### config.mk
export PLATFORM = sky130hd
export DESIGN_NAME = operand_fetch
export DESIGN_NICKNAME = d
export VERILOG_FILES = /design/src/rtl/operand_fetch.sv
export SDC_FILE = /design/constraint.sdc
export NUM_CORES = 2
export LEC_CHECK = 0
export BUFFER_PORTS_ARGS = -buffer_cell sky130_fd_sc_hd__buf_2
export CORE_MARGIN = 5
export CORE_UTILIZATION = 40
export DETAILED_ROUTE_END_ITERATION = 10
export PLACE_DENSITY_LB_ADDON = 0.1
export SYNTH_ARGS = -nofsm -noshare
export SYNTH_HDL_FRONTEND = slang
export SYNTH_SLANG_ARGS = --single-unit
### constraint.sdc
create_clock -name clk -period 4.92 [get_ports clk]
set_input_delay 0.492 -clock clk [delete_from_list [all_inputs] [get_ports clk]]
set_output_delay 0.492 -clock clk [all_outputs]
set_load 0.01 [all_outputs]
### src/rtl/operand_fetch.sv
// Register-read stage: decodes ALU-class instructions, reads the 31-word register file
// (R31 reads zero) and holds one registered operand entry. Optional macro: OPERAND_BYPASS_EN.
module operand_fetch (
  input  logic        clk,
  input  logic        rst_n,
  input  logic        in_valid,
  output logic        in_ready,
  input  logic [31:0] instr,
  output logic        out_valid,
  input  logic        out_ready,
  output logic [31:0] a,
  output logic [31:0] b,
  output logic [5:0]  fn,
  output logic [4:0]  rc,
  output logic        illegal,
  input  logic        wb_en,
  input  logic [4:0]  wb_addr,
  input  logic [31:0] wb_data
);

  localparam logic [4:0] ZERO_REG = 5'd31;
  localparam logic [1:0] FORM_REG = 2'b10;
  localparam logic [1:0] FORM_LIT = 2'b11;
  localparam logic       ST_EMPTY = 1'b0;
  localparam logic       ST_FULL  = 1'b1;

  logic [31:0] rf_q [0:30];
  logic [31:0] rf_d [0:30];
  logic [30:0] wr_sel;

  logic        state_q, state_d;
  logic [31:0] a_q, a_d;
  logic [31:0] b_q, b_d;
  logic [5:0]  fn_q, fn_d;
  logic [4:0]  rc_q, rc_d;
  logic        illegal_q, illegal_d;

  logic [5:0]  opcode;
  logic [4:0]  ra_idx;
  logic [4:0]  rb_idx;
  logic        accept;
  logic        is_reg_form;
  logic        is_lit_form;
  logic        load;
  logic [31:0] ra_val;
  logic [31:0] rb_val;
  logic [31:0] lit_sext;
  logic        a_fwd;
  logic        b_fwd;

  assign opcode      = instr[31:26];
  assign ra_idx      = instr[20:16];
  assign rb_idx      = instr[15:11];
  assign lit_sext    = {{16{instr[15]}}, instr[15:0]};
  assign is_reg_form = (opcode[5:4] == FORM_REG);
  assign is_lit_form = (opcode[5:4] == FORM_LIT);

  assign in_ready = (state_q == ST_EMPTY) || out_ready;
  assign accept   = in_valid && in_ready;
  assign load     = accept && (is_reg_form || is_lit_form);

  // One write-select line per storage word; index ZERO_REG has no word, so its writes vanish.
  genvar gi;
  generate
    for (gi = 0; gi < 31; gi++) begin : g_wsel
      assign wr_sel[gi] = wb_en && (wb_addr == 5'(gi));
    end
  endgenerate

  always_comb begin
    for (int i = 0; i < 31; i++) begin
      rf_d[i] = wr_sel[i] ? wb_data : rf_q[i];
    end
  end

  always_ff @(posedge clk or negedge rst_n) begin
    if (!rst_n) begin
      for (int i = 0; i < 31; i++) begin
        rf_q[i] <= '0;
      end
    end else begin
      for (int i = 0; i < 31; i++) begin
        rf_q[i] <= rf_d[i];
      end
    end
  end

  always_comb begin
    ra_val = '0;
    rb_val = '0;
    if (ra_idx != ZERO_REG) ra_val = rf_q[ra_idx];
    if (rb_idx != ZERO_REG) rb_val = rf_q[rb_idx];
  end

`ifdef OPERAND_BYPASS_EN
  // Write-through: a same-cycle writeback to a source register wins over the stored word.
  assign a_fwd = wb_en && (wb_addr == ra_idx) && (ra_idx != ZERO_REG);
  assign b_fwd = wb_en && (wb_addr == rb_idx) && (rb_idx != ZERO_REG);
`else
  assign a_fwd = 1'b0;
  assign b_fwd = 1'b0;
`endif

  always_comb begin
    state_d   = state_q;
    a_d       = a_q;
    b_d       = b_q;
    fn_d      = fn_q;
    rc_d      = rc_q;
    illegal_d = accept && !(is_reg_form || is_lit_form);

    if (load) begin
      state_d = ST_FULL;
      a_d     = a_fwd ? wb_data : ra_val;
      if (is_lit_form) begin
        b_d = lit_sext;
      end else begin
        b_d = b_fwd ? wb_data : rb_val;
      end
      fn_d = opcode;
      rc_d = instr[25:21];
    end else if (state_q == ST_FULL && out_ready) begin
      state_d = ST_EMPTY;
    end
  end

  always_ff @(posedge clk or negedge rst_n) begin
    if (!rst_n) begin
      state_q   <= ST_EMPTY;
      a_q       <= '0;
      b_q       <= '0;
      fn_q      <= '0;
      rc_q      <= '0;
      illegal_q <= 1'b0;
    end else begin
      state_q   <= state_d;
      a_q       <= a_d;
      b_q       <= b_d;
      fn_q      <= fn_d;
      rc_q      <= rc_d;
      illegal_q <= illegal_d;
    end
  end

  assign out_valid = (state_q == ST_FULL);
  assign a         = a_q;
  assign b         = b_q;
  assign fn        = fn_q;
  assign rc        = rc_q;
  assign illegal   = illegal_q;

endmodule

**Yosys cells after proc, flatten, opt, wreduce, memory -nomap -nowiden**

Index checks and enable logic that the tools add are counted.

- Bits in registers: 1,069
- Input bits: 74
- Output and inout bits: 78
- Word-level logic and storage cells: 127

- Magnitude comparators: 2
- Eq/ne operators: 34
- Muxes and demuxes: 11
- Bitwise operators: 3
- Reductions and logical operators: 40

Operators by type and width:

| cell | number |
|---|---|
| $bmux W32 S5 | 2 |
| $mux W32 | 7 |
| $eq A5 B5 Y1 const B | 15 |
| $eq A5 B4 Y1 const B | 8 |
| $logic_and A1 B1 Y1 | 35 |
| $eq A5 B3 Y1 const B | 4 |
| $ge A6 B6 Y1 const B | 2 |
| $not A5 Y6 | 2 |
| $eq A5 B2 Y1 const B | 2 |
| $ne A5 B5 Y1 const B | 2 |
| $eq A5 B1 Y1 const B | 1 |
| $logic_not A5 Y1 | 1 |
| $eq A2 B2 Y1 const B | 2 |
| $logic_or A1 B1 Y1 | 2 |
| $mux W1 | 2 |
| $reduce_bool A2 Y1 | 1 |
| $logic_not A1 Y1 | 1 |
| $not A1 Y1 | 1 |

**Longest topological paths before layout**

- Depth in word-level cells: 6
- Depth in mapped cells: 10
- Depth with buffers taken out: 5

**Worst setup path after synthesis**

Ideal clock, no wire load.

- Kind: input -> register
- Start: input instr[16]
- End: register a_q[2], in the netlist a[2]
- Library setup time: 0.124 ns
- Arrival: 2.189 ns
- Data required time: 4.796 ns
- Path slack: 2.607 ns
- Stages on the path: 8
- Buffers on the path: 4
- Cell sequence: buf_2 -> buf_6 -> buf_6 -> buf_2 -> mux4_2 -> a22oi_1 -> a21oi_1 -> a211o_1

- Cells in the longest elaborated chain, start to end: 5

Ends and longest elaborated chain:

| item | line | RTL |
|---|---|---|
| from (decl) | 8 | `input logic [31:0] instr,` |
| $not A5 Y6 (implied by the code) | 91 | `if (ra_idx != ZERO_REG) ra_val = rf_q[ra_idx];` |
| $bmux W32 S5 | 91 |  |
| $mux W32 (implied by the code) (2 in series) | 91 |  |
| $mux W32 (*) | 91 |  |
| to (signal assigned) | 130 | `a_q <= '0;` |
| to (signal assigned) | 137 | `a_q <= a_d;` |
| to (decl) | 32 | `logic [31:0] a_q, a_d;` |

Every way passes the cells marked *; elsewhere a longest branch is shown, timed or not. The select of a mux whose other input is x is not followed.
A chain may end at the register's enable or synchronous reset.

**Worst setup path in the final report**

- Start: register state_q, in the netlist out_valid
- End: register a_q[30], in the netlist a[30]

- Cells in the longest elaborated chain, start to end: 4

Ends and longest elaborated chain:

| item | line | RTL |
|---|---|---|
| from (decl) | 31 | `logic state_q, state_d;` |
| from (signal assigned) | 136 | `state_q <= state_d;` |
| $not A1 Y1 | 58 | `assign in_ready = (state_q == ST_EMPTY) \|\| out_ready;` |
| $logic_or A1 B1 Y1 | 58 |  |
| $logic_and A1 B1 Y1 | 59 | `assign accept = in_valid && in_ready;` |
| $logic_and A1 B1 Y1 | 60 | `assign load = accept && (is_reg_form \|\| is_lit_form);` |

Every way passes these cells.

==> results.ini <==
[outcome]
status = complete, no violations

[final_layout]
nets = 3898
drive_gt1_share_pct = 39.8
area.growth.synth_to_final_pct = 12.9
fillers = 12600

[floorplanning]
rows = 137
io_pins = 152
die_w_um = 384
die_h_um = 384
core-area_mm2 = 0.139
die-area_mm2 = 0.147
start_util_pct = 40.1

[synthesis]
ys_warn_count = 0
syn_area_mm2 = 0.0559
synthCells = 3823
synth-async-reset-ratio_pct = 100
synth_top_area_share_pct = 47.9
post-synth-top-area-cell = dfrtp_1
synth_cell_type_count = 55
synthTopCellsByArea = dfrtp_1 48%, mux4_2 16%, mux2_2 13%, mux2_1 7.4%, mux2i_1 3.9%
yosys-top-cells-count = 1069 x dfrtp_1, 643 x mux2_2, 403 x mux4_2, 369 x mux2_1, 232 x clkbuf_1
ys.flop_type = dfrtp_1
yosysMostFrequentCell = dfrtp_1
ys_seq_elements = 1069
syn-num-nets = 3897
avgSynthCellArea_um2 = 14.6
synth-seq-area-share_pct = 47.9
synth_edf_count = 0

[clocking]
h-tree-depth = 4
cts_tree = yes
clkTransAtPathRegs_ns = 0.06
cts_root_buf = clkbuf_16
cts_buffers = 133
hold_buffers = 12
cts_setup_buffers = 0
clk_latency_ns = 0.77
postCtsResizedCells = 0
cts_sinks = 1069
cts_buffer_depth = 3

[setup_path]
worst_path_max_delay_cell = nand3_2
path_class = flop to flop
worstPathCellList = nand2b_1 > and3_4 > nand3_2 > buf_4 > a311oi_1 > a211o_1
cp.arrival_ns = 3.94
cp_max_fo = 17
cp_top_family = simple AND/OR/NAND/NOR gates
crit_buf_inv = 1
r2r_cells = 6
r2r-end = a[30]
cpPeakStageDelay_ns = 0.77
cp-start-kind = flop
end_kind = flop
required_ns = 5.62
r2r_slack_ns = 1.68
reg2reg_from = out_valid
cp.depth = 6

[sta]
slew-limit-headroom_pct = 10.4
hold_ws_ns = 0.140
setup_violations = 0
finalHoldViolCount = 0
clock.fmax_mhz = 308
setup_tns_ns = 0
timing.final.ws_setup_ns = 1.68
fin_crit_sh_pct = 65.9
rsz0062_at_grt = no
maxSlewViolCount = 0
tightest_slew_ns = 1.34
min_period_ns = 3.24
finClkSkew_ns = 0.0313

[hold_path]
hold_start = instr[10]
worstHoldPathCells = 4
min_to = b[10]
hp-class = input port to flop

[power_and_ir_drop]
clock_power_share_pct = 36.5
power.total_w = 0.0266
seqPwrFrac_pct = 44.6
ir_worst_vdd_uv = 251
p_int_w = 0.0191
p_sw_w = 0.00746
combPwrFrac_pct = 18.9
powerDensity_mw_per_mm2 = 422
switching_share_pct = 28.0
leakagePower_nw = 27.5

[routing]
dr.pass1.iters = 5
wire_per_inst_um = 33.8
drc = 0
final_antenna_net_count = 0
via_per_inst = 6.22
dr.first_iter.drc_count = 3036
via_count = 36100
routed_wl_mm = 196

[placement]
port_buffers = 151
routabilityCongestion = 0.784
post-place-ws_ns = 1.47
dp_hpwl_mm = 117

[grt]
grt_first_pass_wirelength_mm = 284
antenna_found_initial = 19
grt_pass1_vias = 37200
overflow = 0
groute.usage.overall_pct = 26.7
grt_max_degree = 140

[job]
max_cap_violations = 0

kinds of logic (layout without fill, tap and decap cells):
kind of cell,count (synthesis),after routing,share of synthesized area [%]
other,0,4,0
XOR/XNOR,1,1,0.0157
AO/OA/AOI/OAI,427,427,5.80
AND/OR/NAND/NOR,288,288,2.58
flip-flops,1069,1069,47.9
buffers and inverters,408,510,3.26
multiplexers,1630,1630,40.5
worst max-delay path by stage:
| stage | slack (ns) | from | end |
|---|---|---|---|
| 5_1_grt | 1.56 | out_valid | b[0] |
| 6_report | 1.68 | out_valid | a[30] |
| 4_1_cts | 1.69 | out_valid | a[30] |
| 3_5_place_dp | 1.47 | out_ready | a[30] |
| 2_1_floorplan | 2.61 | instr[16] | a[2] |
| 3_3_place_gp | 1.44 | out_ready | a[30] |
layer usage:
layer	GRT usage, %	share of wire (%)	vias to the layer above
met5	0	0.0066	-
met4	6.49	2.3	2
met3	5.72	6.4	272
met2	40.4	45	1156
met1	39.4	46	19900
li1	-	-	14800
registers in the layout, indices dropped and copies added (netlist names):
| register | count |
|---|---|
| out_valid | 1 |
| illegal | 1 |
| fn | 6 |
| a | 32 |
| rc | 5 |
| b | 32 |
| rf_q | 992 |
layout make-up:
cell class | count | area [um2] | share of cell area (%)
multi-input cells | 2346 | 27600 | 43.7
flip-flops and latches | 1069 | 26800 | 42.4
clock buffers | 203 | 4020 | 6.37
well taps | 1876 | 2350 | 3.72
repair buffers | 273 | 2080 | 3.30
clock inverters | 33 | 284 | 0.450
diodes | 4 | 10.0 | 0.0159
inverters | 1 | 3.75 | 0.00595
stage by stage:
step           std cells  cell area [um2]  util, %
2_1_floorplan       3823            55900        -
3_3_place_gp        5553            58700     42.1
3_5_place_dp        5553            58700     42.1
4_1_cts             5801            63100     45.3
5_1_grt             5802            63100     45.3
6_report            5805            63100     45.3
power groups by stage:
stage	sequential [W]	combinational [W]	clock [W]
after floorplan	0.0115	0.00367	0
after global placement	0.0119	0.00497	0
after detailed placement	0.0120	0.00505	0
after CTS	0.0118	0.00507	0.00992
after global routing	0.0121	0.00544	0.0103
final	0.0119	0.00503	0.00971
layout by cell type, fill, tap and decap left out, drive strengths merged, types with 40 or more instances in the layout:
cell	netlist	layout
dfrtp	1069	1069
mux2	1012	1012
mux4	403	403
buf	175	261
mux2i	215	215
clkbuf	232	203
a22oi	103	103
a21oi	84	84
nand2	81	81
nor2	49	49
nor2b	45	45
a211oi	41	41
o2bb2ai	40	40
worst reg2reg max path, stage by stage (launching register included):
cell,delay [ns]
dfrtp_1,0.38
nand2b_1,0.46
and3_4,0.31
nand3_2,0.77
buf_4,0.54
a311oi_1,0.55
a211o_1,0.17
Power figures use the tool's default switching activity.
